[src/rtl/fetch_pkg.sv]
// ---------------------------------------------------------------------------
// fetch_pkg
// Shared types and constants for the instruction-fetch sequencer:
//   state_t / S_*   fetch FSM state encoding
//   PCSRC_*         redirect select encoding driven by execute
//   is_redirect()   true when pcsrc requests a PC redirect
// ---------------------------------------------------------------------------
package fetch_pkg;

   localparam int unsigned STATE_W = 3;
   localparam int unsigned PCSRC_W = 2;

   typedef logic [STATE_W-1:0] state_t;

   localparam state_t S_IDLE  = STATE_W'(0);
   localparam state_t S_REQ   = STATE_W'(1);
   localparam state_t S_WAIT  = STATE_W'(2);
   localparam state_t S_DRAIN = STATE_W'(3);
   localparam state_t S_HOLD  = STATE_W'(4);

   localparam logic [PCSRC_W-1:0] PCSRC_NONE   = PCSRC_W'(0);
   localparam logic [PCSRC_W-1:0] PCSRC_BRANCH = PCSRC_W'(1);
   localparam logic [PCSRC_W-1:0] PCSRC_JALR   = PCSRC_W'(2);

   // Encoding 11 is reserved and behaves like "no redirect".
   function automatic logic is_redirect(input logic [PCSRC_W-1:0] pcsrc);
      return (pcsrc == PCSRC_BRANCH) || (pcsrc == PCSRC_JALR);
   endfunction

endpackage

[src/rtl/fetch_target.sv]
// ---------------------------------------------------------------------------
// fetch_target
// Combinational redirect target computation.
//   pcsrc        redirect select (none / branch-jal / jalr / reserved)
//   redir_pc     PC of the redirecting instruction
//   imm_ext      sign-extended branch/jal offset
//   alu_result   jalr target before alignment
//   redir_valid  a redirect is requested this cycle
//   target       word-aligned redirect target (adds wrap mod 2^WIDTH)
// ---------------------------------------------------------------------------
module fetch_target
   import fetch_pkg::*;
#(
   parameter int unsigned WIDTH = 32
) (
   input  logic [PCSRC_W-1:0] pcsrc,
   input  logic [WIDTH-1:0]   redir_pc,
   input  logic [WIDTH-1:0]   imm_ext,
   input  logic [WIDTH-1:0]   alu_result,
   output logic               redir_valid,
   output logic [WIDTH-1:0]   target
);

   logic [WIDTH-1:0] raw;

   // Select raw target, then force word alignment for both sources.
   always_comb begin
      raw = alu_result;
      if (pcsrc == PCSRC_BRANCH) begin
         raw = redir_pc + imm_ext;
      end
      target      = raw & ~WIDTH'(3);
      redir_valid = is_redirect(pcsrc);
   end

endmodule

[src/rtl/fetch_ctrl.sv]
// ---------------------------------------------------------------------------
// fetch_ctrl
// Instruction-fetch sequencer: owns the PC, issues one outstanding request to
// a variable-latency instruction memory, buffers the returned word for decode
// and applies redirects from execute, discarding stale responses.
//   clk, rst_n                     clock, async active-low reset
//   pcsrc/redir_pc/imm_ext/
//   alu_result                     redirect controls from execute
//   imem_req/imem_addr/imem_gnt    request channel (addr = pc)
//   imem_rvalid/imem_rdata         response channel
//   if_valid/if_ready              decode handshake
//   if_instr/if_pc/if_pc_plus4     buffered instruction, its address, link
// ---------------------------------------------------------------------------
module fetch_ctrl
   import fetch_pkg::*;
#(
   parameter int unsigned     WIDTH    = 32,
   parameter logic [WIDTH-1:0] RESET_PC = '0
) (
   input  logic               clk,
   input  logic               rst_n,
   input  logic [1:0]         pcsrc,
   input  logic [WIDTH-1:0]   redir_pc,
   input  logic [WIDTH-1:0]   imm_ext,
   input  logic [WIDTH-1:0]   alu_result,
   output logic               imem_req,
   output logic [WIDTH-1:0]   imem_addr,
   input  logic               imem_gnt,
   input  logic               imem_rvalid,
   input  logic [WIDTH-1:0]   imem_rdata,
   output logic               if_valid,
   input  logic               if_ready,
   output logic [WIDTH-1:0]   if_instr,
   output logic [WIDTH-1:0]   if_pc,
   output logic [WIDTH-1:0]   if_pc_plus4
);

   logic             redir_valid;
   logic [WIDTH-1:0] target;

   state_t           state,     state_d;
   logic [WIDTH-1:0] pc,        pc_d;
   logic [WIDTH-1:0] buf_instr, buf_instr_d;
   logic [WIDTH-1:0] buf_pc,    buf_pc_d;
   logic             buf_valid, buf_valid_d;

   fetch_target #(.WIDTH(WIDTH)) u_target (
      .pcsrc       (pcsrc),
      .redir_pc    (redir_pc),
      .imm_ext     (imm_ext),
      .alu_result  (alu_result),
      .redir_valid (redir_valid),
      .target      (target)
   );

   // State, PC and output buffer registers.
   always_ff @(posedge clk or negedge rst_n) begin
      if (!rst_n) begin
         state     <= S_IDLE;
         pc        <= RESET_PC;
         buf_instr <= '0;
         buf_pc    <= '0;
         buf_valid <= 1'b0;
      end else begin
         state     <= state_d;
         pc        <= pc_d;
         buf_instr <= buf_instr_d;
         buf_pc    <= buf_pc_d;
         buf_valid <= buf_valid_d;
      end
   end

   // Next-state logic; a redirect always overrides sequential advance.
   always_comb begin
      state_d     = state;
      pc_d        = pc;
      buf_instr_d = buf_instr;
      buf_pc_d    = buf_pc;
      buf_valid_d = buf_valid;

      case (state)
         S_IDLE: begin
            state_d = S_REQ;
            if (redir_valid) pc_d = target;
         end
         S_REQ: begin
            if (redir_valid) pc_d = target;
            // A granted request that was redirected must have its response drained.
            if (imem_gnt) state_d = redir_valid ? S_DRAIN : S_WAIT;
         end
         S_WAIT: begin
            if (redir_valid) begin
               pc_d    = target;
               state_d = imem_rvalid ? S_REQ : S_DRAIN;
            end else if (imem_rvalid) begin
               buf_instr_d = imem_rdata;
               buf_pc_d    = pc;
               buf_valid_d = 1'b1;
               state_d     = S_HOLD;
            end
         end
         S_DRAIN: begin
            if (redir_valid) pc_d = target;
            if (imem_rvalid) state_d = S_REQ;
         end
         S_HOLD: begin
            if (redir_valid || if_ready) begin
               pc_d        = redir_valid ? target : pc + WIDTH'(4);
               buf_instr_d = '0;
               buf_pc_d    = '0;
               buf_valid_d = 1'b0;
               state_d     = S_REQ;
            end
         end
         default: state_d = S_IDLE;
      endcase
   end

   assign imem_req    = (state == S_REQ);
   assign imem_addr   = pc;
   // Wrong-path word is hidden in the same cycle the redirect appears.
   assign if_valid    = buf_valid && !redir_valid;
   assign if_instr    = buf_instr;
   assign if_pc       = buf_pc;
   assign if_pc_plus4 = buf_pc + WIDTH'(4);

endmodule

[config.mk]
export PLATFORM = sky130hd
export DESIGN_NAME = fetch_ctrl
export DESIGN_NICKNAME = d
export VERILOG_FILES = /design/src/rtl/fetch_pkg.sv /design/src/rtl/fetch_target.sv /design/src/rtl/fetch_ctrl.sv
export SDC_FILE = /design/constraint.sdc
export NUM_CORES = 1
export LEC_CHECK = 0
export BUFFER_PORTS_ARGS = -buffer_cell sky130_fd_sc_hd__buf_4
export CAP_MARGIN = 20
export CORE_UTILIZATION = 50
export DETAILED_ROUTE_END_ITERATION = 7
export GPL_ROUTABILITY_DRIVEN = 0
export PLACE_DENSITY_LB_ADDON = 0.1
export SLEW_MARGIN = 40
export SYNTH_ARGS = -nofsm -noshare
export SYNTH_HDL_FRONTEND = slang
export SYNTH_SLANG_ARGS = --single-unit
[constraint.sdc]
create_clock -name clk -period 2.9 [get_ports clk]
set_clock_uncertainty 0.15 [all_clocks]
set_input_delay 0.58 -clock clk [delete_from_list [all_inputs] [get_ports clk]]
set_output_delay 0.58 -clock clk [all_outputs]
set_load 0.02 [all_outputs]
==> qor.yml <==
dieArea_um2: 13800
multiInputGateArea_um2: 4030
syn_inst: 739
dp_cells: 1192
synth_area_leader_cell: "dfrtp_1"
synth_area_um2: 6650
slew_headroom_pct: 65.8
setup_slack_ns: 0.0594
clk_pin_slew_ns: 0.07
synth-compound-area-share_pct: 27.4
drive_above_1_share_pct: 37.1
grt_pass1_vias: 6942
clock_power_share_pct: 17.8
num_antenna_cells: 0
synth_area_leaders: "dfrtp_1, a22o_1, ha_1"
overflow: 0
powerDensity_nw_per_um2: 792
cp-start-kind: "register"
whs_ns: 0.0404
die_y_um: 117
leakage_nw: 4.64
cts.sinks: 97
p_sw_share_pct: 40.1
pwr-share-comb_pct: 51.3
end_kind: "output port"
fill_cells: 922
p_int_mw: 4.59
dieWidth_um: 117
cts-root-buf: "clkbuf_16"
worst_ir_drop_vdd_v: 0.000391
pre_cts_ws_ns: -0.233
start_util_pct: 52.1
crit_required_ns: 2.17
clock_path_buffers: 2
routed_wl_um: 21600
worst_slew_pin_slew_ns: 0.513
reg2reg_depth: 8
fmax_mhz: 352
cap_violations: 0
drc: 0
grt_start_max_net_pins: 65
critPathArrivalTime_ns: 2.11
yosys.area.top_type_share_pct: 36.5
io_pins: 265
stdcell_count: 1222
htreeDepth: 3
critPathKind: "reg -> out"
port_buffers: 260
drtPass1Iterations: 5
wl_per_cell_um: 17.6
synth_edf_count: 0
synth_seq_area_share_pct: 36.5
synth_top_family_by_area: "compound AO/OA/AOI/OAI gates"
finalCritPeriodShare_pct: 98.0
yosysMostFrequentCell: "dfrtp_1"
grt_first_pass_wirelength_um: 34600
rsz0062_at_grt: "yes"
synth_xor_area_share_pct: 7.11
grt_usage_pct: 30.9
synth_adder_area_share_pct: 6.21
worstHoldPathType: "in -> async"
hold_buffers: 0
outcome: "complete, no violations"
cts_tree: "done"
ys_types: 65
antenna_found_initial: 0
seq_area_um2: 2430
nNetsFinal: 1213
rows: 41
cp_max_fo: 4
seqPwrFrac_pct: 30.9
hpwl_um: 16500
syn2layout_area_growth_pct: 45.6
total_power_mw: 7.67
final-setup-viol-count: 0
timing.rr.end: "imem_addr[31]"
synth_top_flop_cell: "dfrtp_1"
final_antenna_net_count: 0
drt_iter0_drc: 558
drt-vias-per-instance: 5.94
muxShareOfSynthArea_pct: 2.18
via_count: 7259
synth-async-reset-ratio_pct: 100
ff2ff_setup_slack_ns: 0.16
r2r_start: "imem_addr[4]"
syn_avg_cell_area_um2: 9.00
fin_util_pct: 75.8
min_period_ns: 2.84
maxSlewViolCount: 0
worstSkewPairLatency_ns: 0.34
hold_viol: 0
switching_power_mw: 3.08
ys_ff_latch: 97
design.core.area_um2: 12800
synthSimpleGateAreaFrac_pct: 16.5
synthTopCellsByCount: "dfrtp_1, a21oi_1, a22o_1"
ys.warnings.count: 0
numCtsBuffers: 9
## cells by family (layout without fill, tap and decap cells)
family	count (synthesis)	after routing
AOI/OAI and AO/OA	260	260
xor gates and xnor gates	54	54
adders and majority gates	33	33
buffers and inverters	62	372
DFF	97	97
muxes	14	14
other	1	2
and+or+nand+nor	218	218
## state kept, by name, summed over array words and instances (netlist names)
| register | cells |
|---|---|
| state | 3 |
| buf_valid | 1 |
| imem_addr | 30 |
| if_pc | 31 |
| if_instr | 32 |
## through the flow
step	area, µm²	TNS (ns)
2_1_floorplan	6650	0
3_3_place_gp	9160	-1.14
3_5_place_dp	9160	-1.85
4_1_cts	9580	0
5_1_grt	9680	-0.154
6_report	9680	0
## power groups by stage
stage / clock [mW] / combinational (mW) / sequential [mW]
final: 1.36 / 3.94 / 2.37
after global routing: 1.43 / 4.17 / 2.44
after CTS: 1.38 / 3.89 / 2.36
after detailed placement: 0 / 3.80 / 2.39
after global placement: 0 / 3.74 / 2.35
after floorplan: 0 / 1.45 / 2.91
## cell usage in the layout (no fill, tap or decap), types with 3 or more instances in the layout
cell and instances:
a211oi_1 5, a21o_1 25, a21oi_1 70, a221oi_1 4, a22o_1 63, a31oi_1 6, and2_1 4, and3_1 11
and3_4 3, and4_1 3, buf_12 3, buf_4 339, bufinv_16 3, clkbuf_16 9, dfrtp_1 95, ha_1 33
inv_1 14, mux2_2 4, mux2i_1 10, nand2_1 59, nand2b_1 3, nand3_1 33, nand4_1 23, nor2_1 40
nor3_1 12, nor4_1 4, o21a_1 3, o21ai_0 33, o21bai_1 8, o221ai_1 10, o22ai_1 6, o31a_1 3
o31ai_1 6, or3_1 3, xnor2_1 43, xor2_1 11
## area by class of cell
class	count	share of cell area (%)
tap	172	2.22
inverter	14	0.543
multi-input combinational	581	41.7
sequential	97	25.1
timing repair buffer	342	26.9
clock buffer	11	2.51
clock inverter	5	1.06
## metal layers
metal  GRT usage (%)  wire [µm]
met2            52.3      10500
met5               0          0
met4            13.3        829
met3            5.50       1660
met1            38.7       8590
## worst max-delay path by stage
stage	to	from	cells after the start
detailed placement	imem_addr[17]	redir_pc[2]	9
CTS	if_pc_plus4[31]	if_pc[6]	8
global placement	imem_addr[27]	redir_pc[14]	10
global route	if_pc_plus4[31]	if_pc[16]	8
finish	if_pc_plus4[31]	if_pc[17]	8
floorplan	if_pc_plus4[30]	if_pc[4]	7
## repair_timing
action,CTS,global route
pin swaps,1,4
setup endpoints to repair,8,18
gates resized for setup,8,8
buffers inserted,6,8
## critical path, stage by stage (launching register included)
cell and delay (ns):
dfrtp_2 0.38, and3_4 0.18, and3_4 0.19, nand4_1 0.16, nor3_2 0.21, buf_4 0.16
nand4_1 0.12, xnor2_1 0.20, buf_4 0.17
Note: power is estimated with default switching activity, not from simulation.
